$ cat src/rtl/count_sequencer.sv
// Three-state up/down count sequencer: steps a 3-bit count every DIV cycles toward a
// latched target, presenting binary, Gray and one-hot views plus busy/done/wrap flags.
module count_sequencer #(
    parameter int DIV = 1
) (
    input  logic       clk,
    input  logic       rst,
    input  logic       start,
    input  logic       dir,
    input  logic [2:0] target,
    input  logic       pause,
    input  logic       abort,
    output logic       busy,
    output logic       done,
    output logic       wrap,
    output logic [2:0] bin,
    output logic [2:0] gray,
    output logic [7:0] onehot
);

    typedef enum logic [1:0] {
        ST_IDLE = 2'd0,
        ST_RUN  = 2'd1,
        ST_DONE = 2'd2
    } state_t;

    localparam logic [3:0] PRESC_LAST = 4'(DIV - 1);

    function automatic logic [2:0] to_gray(input logic [2:0] b);
        return b ^ {1'b0, b[2:1]};
    endfunction

    function automatic logic [7:0] to_onehot(input logic [2:0] b);
        return 8'h01 << b;
    endfunction

    state_t     state_q, state_d;
    logic [3:0] presc_q, presc_d;
    logic [2:0] bin_q, bin_d;
    logic [2:0] gray_q;
    logic [7:0] onehot_q;
    logic       busy_q, done_q;
    logic       wrap_q, wrap_d;
    logic       dir_q, dir_d;
    logic [2:0] target_q, target_d;
    logic [2:0] step_val_s;
    logic       step_wrap_s;

    assign step_val_s  = dir_q ? (bin_q + 3'd1) : (bin_q - 3'd1);
    assign step_wrap_s = dir_q ? (bin_q == 3'd7) : (bin_q == 3'd0);

    // Next-state logic; abort outranks pause, which outranks a prescaler step.
    always_comb begin
        state_d  = state_q;
        presc_d  = presc_q;
        bin_d    = bin_q;
        dir_d    = dir_q;
        target_d = target_q;
        wrap_d   = 1'b0;
        case (state_q)
            ST_IDLE: begin
                if (start) begin
                    dir_d    = dir;
                    target_d = target;
                    presc_d  = 4'd0;
                    if (target != bin_q) begin
                        state_d = ST_RUN;
                    end else begin
                        state_d = ST_DONE;
                    end
                end else begin
                    state_d = ST_IDLE;
                end
            end
            ST_RUN: begin
                if (abort) begin
                    state_d = ST_IDLE;
                    presc_d = 4'd0;
                end else if (pause) begin
                    state_d = ST_RUN;
                end else if (presc_q == PRESC_LAST) begin
                    presc_d = 4'd0;
                    bin_d   = step_val_s;
                    wrap_d  = step_wrap_s;
                    if (step_val_s == target_q) begin
                        state_d = ST_DONE;
                    end else begin
                        state_d = ST_RUN;
                    end
                end else begin
                    presc_d = presc_q + 4'd1;
                end
            end
            ST_DONE: begin
                state_d = ST_IDLE;
            end
            default: begin
                state_d = ST_IDLE;
                presc_d = 4'd0;
            end
        endcase
    end

    // State and output registers; outputs are derived from next-state values so they
    // change in the same cycle as the state they describe.
    always_ff @(posedge clk or posedge rst) begin
        if (rst) begin
            state_q  <= ST_IDLE;
            presc_q  <= 4'd0;
            bin_q    <= 3'd0;
            gray_q   <= 3'd0;
            onehot_q <= 8'h01;
            busy_q   <= 1'b0;
            done_q   <= 1'b0;
            wrap_q   <= 1'b0;
            dir_q    <= 1'b1;
            target_q <= 3'd0;
        end else begin
            state_q  <= state_d;
            presc_q  <= presc_d;
            bin_q    <= bin_d;
            gray_q   <= to_gray(bin_d);
            onehot_q <= to_onehot(bin_d);
            busy_q   <= (state_d == ST_RUN);
            done_q   <= (state_d == ST_DONE);
            wrap_q   <= wrap_d;
            dir_q    <= dir_d;
            target_q <= target_d;
        end
    end

    assign busy   = busy_q;
    assign done   = done_q;
    assign wrap   = wrap_q;
    assign bin    = bin_q;
    assign gray   = gray_q;
    assign onehot = onehot_q;

endmodule

$ cat config.mk
export PLATFORM = sky130hd
export DESIGN_NAME = count_sequencer
export DESIGN_NICKNAME = d
export VERILOG_FILES = /design/src/rtl/count_sequencer.sv
export SDC_FILE = /design/constraint.sdc
export NUM_CORES = 1
export LEC_CHECK = 0
export CAP_MARGIN = 20
export CORE_UTILIZATION = 50
export DETAILED_ROUTE_END_ITERATION = 7
export PLACE_DENSITY = 0.78
export REMOVE_ABC_BUFFERS = 1
export SLEW_MARGIN = 5
export SYNTH_ARGS = -nofsm -noshare
export SYNTH_HDL_FRONTEND = slang
export SYNTH_SLANG_ARGS = --single-unit
$ cat constraint.sdc
create_clock -name clk -period 3.7 [get_ports clk]
set_clock_uncertainty 0.2 [all_clocks]
set_input_delay 0.74 -clock clk [delete_from_list [all_inputs] [get_ports clk]]
set_output_delay 0.74 -clock clk [all_outputs]
set_load 0.005 [all_outputs]
# Word level (Yosys, flattened, before mapping)
# Cells that the tools add are included.
# classes
addsub,3
multipliers,0
n_div,0
n_lt_le_gt_ge,0
eq_ne,9
n_shift,1
n_mux,22
bitwise_logic,2
reduce_logical,5
# op_table
op,n
two-way mux 4 bit,4
two-way mux 3 bit,5
two-way mux 2 bit,6
one-hot mux 4 bit (3 select lines),1
left shift 1 x 3 -> 8 bit (first input constant),1
two-way mux 1 bit,5
adder 4 x 1 -> 4 bit (second input constant),1
equality test 2 x 1 -> 1 bit (second input constant),2
equality test 2 bit (second input constant),2
logical NOT 4 bit,1
one-hot mux 2 bit (2 select lines),1
adder 3 x 1 -> 3 bit (second input constant),1
equality test 3 bit,1
equality test 3 bit (second input constant),1
logical NOT 3 bit,1
!= test 3 bit,1
!= test 3 bit (second input constant),1
AND reduction 3 bit,1
subtractor 3 x 1 -> 3 bit (second input constant),1
bitwise XOR 3 x 2 -> 3 bit,1
logical NOT 2 bit,1
!= test 2 bit (second input constant),1
AND reduction 2 bit,1
NOT 1 bit,1
# word_totals
regBits,27
latchBits,0
ramBits,0
romBits,0
inputBits,9
out_inout_bits,17
elab_cells,52
memories,0

# Longest topological paths before layout
# depth
depth_word,9
depth_mapped,8
ltp_nobuf,8

# Worst setup path after synthesis
# Ideal clock, no wire load.
# synth_path
path_kind,in2reg
from,in pause
to,reg onehot_q[4] (netlist: onehot[4])
setup_time_ps,131
t_arrival_ps,1864
required_ps,3369
setup_slack_ps,1506
cell_stages,6
path_buffers,0
path_cell_list,nor4b_4 -> nand2_2 -> xnor2_1 -> inv_1 -> ha_1 -> nor2b_1
# synth_between
elab_chain_cells,4
# synth_rtl
item,line_no,rtl
start: declaration,11,"input logic pause,"
two-way mux 3 bit,79,end else if (pause) begin
two-way mux 3 bit,76,if (abort) begin
two-way mux 3 bit,60,case (state_q)
net bin_d[0],39,"logic [2:0] bin_q, bin_d;"
left shift 1 x 3 -> 8 bit,34,return 8'h01 << b;
end signal: assignment,123,onehot_q <= to_onehot(bin_d);
end: declaration,41,logic [7:0] onehot_q;
# The timed path passes the listed nets, and every way through them passes these cells.
# A chain may end at the register's enable or synchronous reset.

# Worst setup path in the final report
# layout_path
from,in pause
to,reg onehot_q[6] (netlist: onehot[6])
# The elaborated chain is that of the path after synthesis.

==> results.md <==
* Most common cell after layout, fill and taps aside: clkdlybuf4s50_1
* Worst Path Max Fanout at 8
* Synth cell types at 36
* RR Startpoint: presc_q[0]
* Reg2Reg Depth at 8
* Lkg Pwr at 0.729 nW
* Die ar. at 2760 um^2
* RD Place Congestion at 0.773
* Hold Fails Final Rpt at 0
* Outcome: complete, no violations
* Worst Path Class, Setup: input port to register
* FFs w/ async S/R, synth at 1.00
* Gr ovfl total at 0
* Wire per inst at 13.0 um
* Detail Route Antenna Nets at 0
* Minimum clock period at 2.58 ns
* Worst-path clk slew at 0.13 ns
* Pwr Total at 1.27 mW
* Yosys reg bits at 26
* Compound-cell area share of the yosys netlist at 0.0696
* Peak VDD IR at 0.548 mV
* Post-synth EDFFs at 0
* Initial drt markers at 8
* Starting Density at 0.550
* Post-Synthesis Cell Area at 1280 um^2
* Synth Area in XOR/XNOR at 0.101
* CP max stage cell: clkdlybuf4s50_1
* Final setup fails at 0
* Vias after detailed routing at 827
* Total Neg Setup Slack at 0 ns
* CTS buffer count at 3
* Register area share after synthesis at 0.512
* CTS root buf: clkbuf_4
* Fin crit share at 0.697
* GRT Util Overall at 0.184
* Fin Hold WS at 0.349 ns
* WP data required at 3.70 ns
* Layout cells sized above 1 at 0.128
* Reg-to-reg setup timing slack at 1.43 ns
* Fmax at 388 MHz
* Average size of a mapped cell at 11.9 um^2
* Primary FF master, synth: dfrtp_1
* Vias in the first global route at 792
* Final Max Tran Viols at 0
* Ys Warns at 0
* Worst EP arrival at 2.58 ns
* Simple-Gate Fraction of Synth Area at 0.158
* Post-Synth Adder-Cell Area at 0.0745
* Core Region at 2320 um^2
* Main combinational cell family by area after synthesis: simple AND/OR/NAND/NOR gates
* Crit path cell chain: clkdlybuf4s50_1, nor4b_4, nand2_2, xnor2_1, inv_1, ha_1, nor2b_1
* Post-Syn Instances at 107
* RR Endpoint: onehot[6]
* Pwr dens at 783 nW/um^2
* Hold Path Sink: target_q[2]
* Largest net degree at the start of global routing at 27
* Max cap viols at 0
* CTS H-tree depth at 1
* Post-DP HPWL at 1.58 mm
* CTS tree: built
* Clk sinks at 26
* Drt total wl at 2.10 mm
* Bufs on Longest Clock Path at 2
* Hold WC Path Type: register to register
* CTS Hold Bufs at 0
* Setup Buffers After CTS at 0
* Area Growth Syn to Fin at 27.1%
* Worst-Skew Late Latency at 0.32 ns
* Crit path largest cell delay at 0.51 ns
* Rows at 17
* Die W at 52.5 um
* Worst setup EP type: register
* Worst Hold Launch: target_q[2]
* First-pass GRT wire length at 3.55 mm
* Antenna violations before repair at 0
* Nets at 150
* FILL cells at 166
* Die height at 52.5 um
* Routed vias/inst at 5.14
* RSZ-0062 raised after global routing: no
* Crit path launch type: input port
* Post-synthesis mux area share at 0.0431
* I/O pins at 26
* DRT Pass-1 Iters at 4
* Most frequent cells in the layout: clkdlybuf4s50_1, dfrtp_1, inv_1, xnor2_1
* Drt drc at 0
* Hold path cells at 1
* Port Buf Inserts at 25
* Relative slew slack at 0.662
* Worst Tran Pin Value at 0.506 ns
* CTS resizes at 0
* Antenna cells at 0
-- stage by stage --
step	utilization	cell area [um^2]	setup slack (ns)	std cells
2_1_floorplan	-	1260	1.51	103
3_3_place_gp	0.665	1540	0.852	156
3_5_place_dp	0.665	1540	0.746	156
4_1_cts	0.688	1590	1.11	160
5_1_grt	0.699	1620	0.919	161
6_report	0.699	1620	1.12	161
-- synth_stat cells, types with 3 or more instances --
| cell type | instances | area share |
|---|---|---|
| inv_1 | 9 | 0.026 |
| xnor2_1 | 7 | 0.048 |
| mux2_2 | 4 | 0.035 |
| nor2_1 | 3 | 0.0088 |
| ha_1 | 6 | 0.059 |
| xor2_1 | 4 | 0.027 |
| o21ai_0 | 5 | 0.020 |
| and2_1 | 4 | 0.020 |
| nor2b_1 | 6 | 0.029 |
| nand2_1 | 4 | 0.012 |
| dfrtp_1 | 24 | 0.47 |
-- critical path: cells and delay by family --
kind | cells | cell delay, ns
buf+inv | 2 | 0.62
xor+xnor | 1 | 0.32
simple gates | 3 | 0.67
fa+ha+maj | 1 | 0.22
-- kinds of logic after synthesis --
family | count (synthesis)
simple gates | 29
flops | 26
compound gates | 14
xor+xnor | 13
buf+inv | 13
fa+ha+maj | 7
mux | 5
-- where the power goes --
group | internal [mW] | switching, mW | total, mW
clock | 0.110 | 0.0817 | 0.191
combinational | 0.344 | 0.259 | 0.603
sequential | 0.389 | 0.0871 | 0.476
-- sequential cells by signal (all words and copies together) (netlist names), 2 cells and up --
signal	count
state_q	2
presc_q	4
onehot	8
target_q	3
bin	3
gray	2
-- layer usage --
metal | share of wire | vias up | global-route usage
met1 | 0.46 | 401 | 0.244
met3 | 0.031 | 4 | 0.0261
met5 | 0 | - | 0
li1 | - | 405 | -
met4 | 0.013 | 0 | 0.0789
met2 | 0.49 | 17 | 0.300
-- worst max-delay path by stage --
| stage | from | end | slack (ns) | cells after the start |
|---|---|---|---|---|
| 6_report | pause | onehot[6] | 1.12 | 7 |
| 5_1_grt | pause | onehot[6] | 0.92 | 7 |
| 4_1_cts | pause | onehot[6] | 1.11 | 7 |
| 3_5_place_dp | pause | onehot[6] | 0.75 | 7 |
| 3_3_place_gp | pause | onehot[4] | 0.85 | 7 |
| 2_1_floorplan | pause | onehot[4] | 1.51 | 6 |
-- final cells by class --
class | count | area [um^2] | share of cell area
sequential | 26 | 653 | 0.403
multi-input combinational | 68 | 569 | 0.351
timing repair buffer | 26 | 278 | 0.171
tap | 28 | 35.0 | 0.0216
inverter | 9 | 33.8 | 0.0208
clock inverter | 1 | 30.0 | 0.0185
clock buffer | 3 | 22.5 | 0.0139
Note: power is estimated with default switching activity, not from simulation.
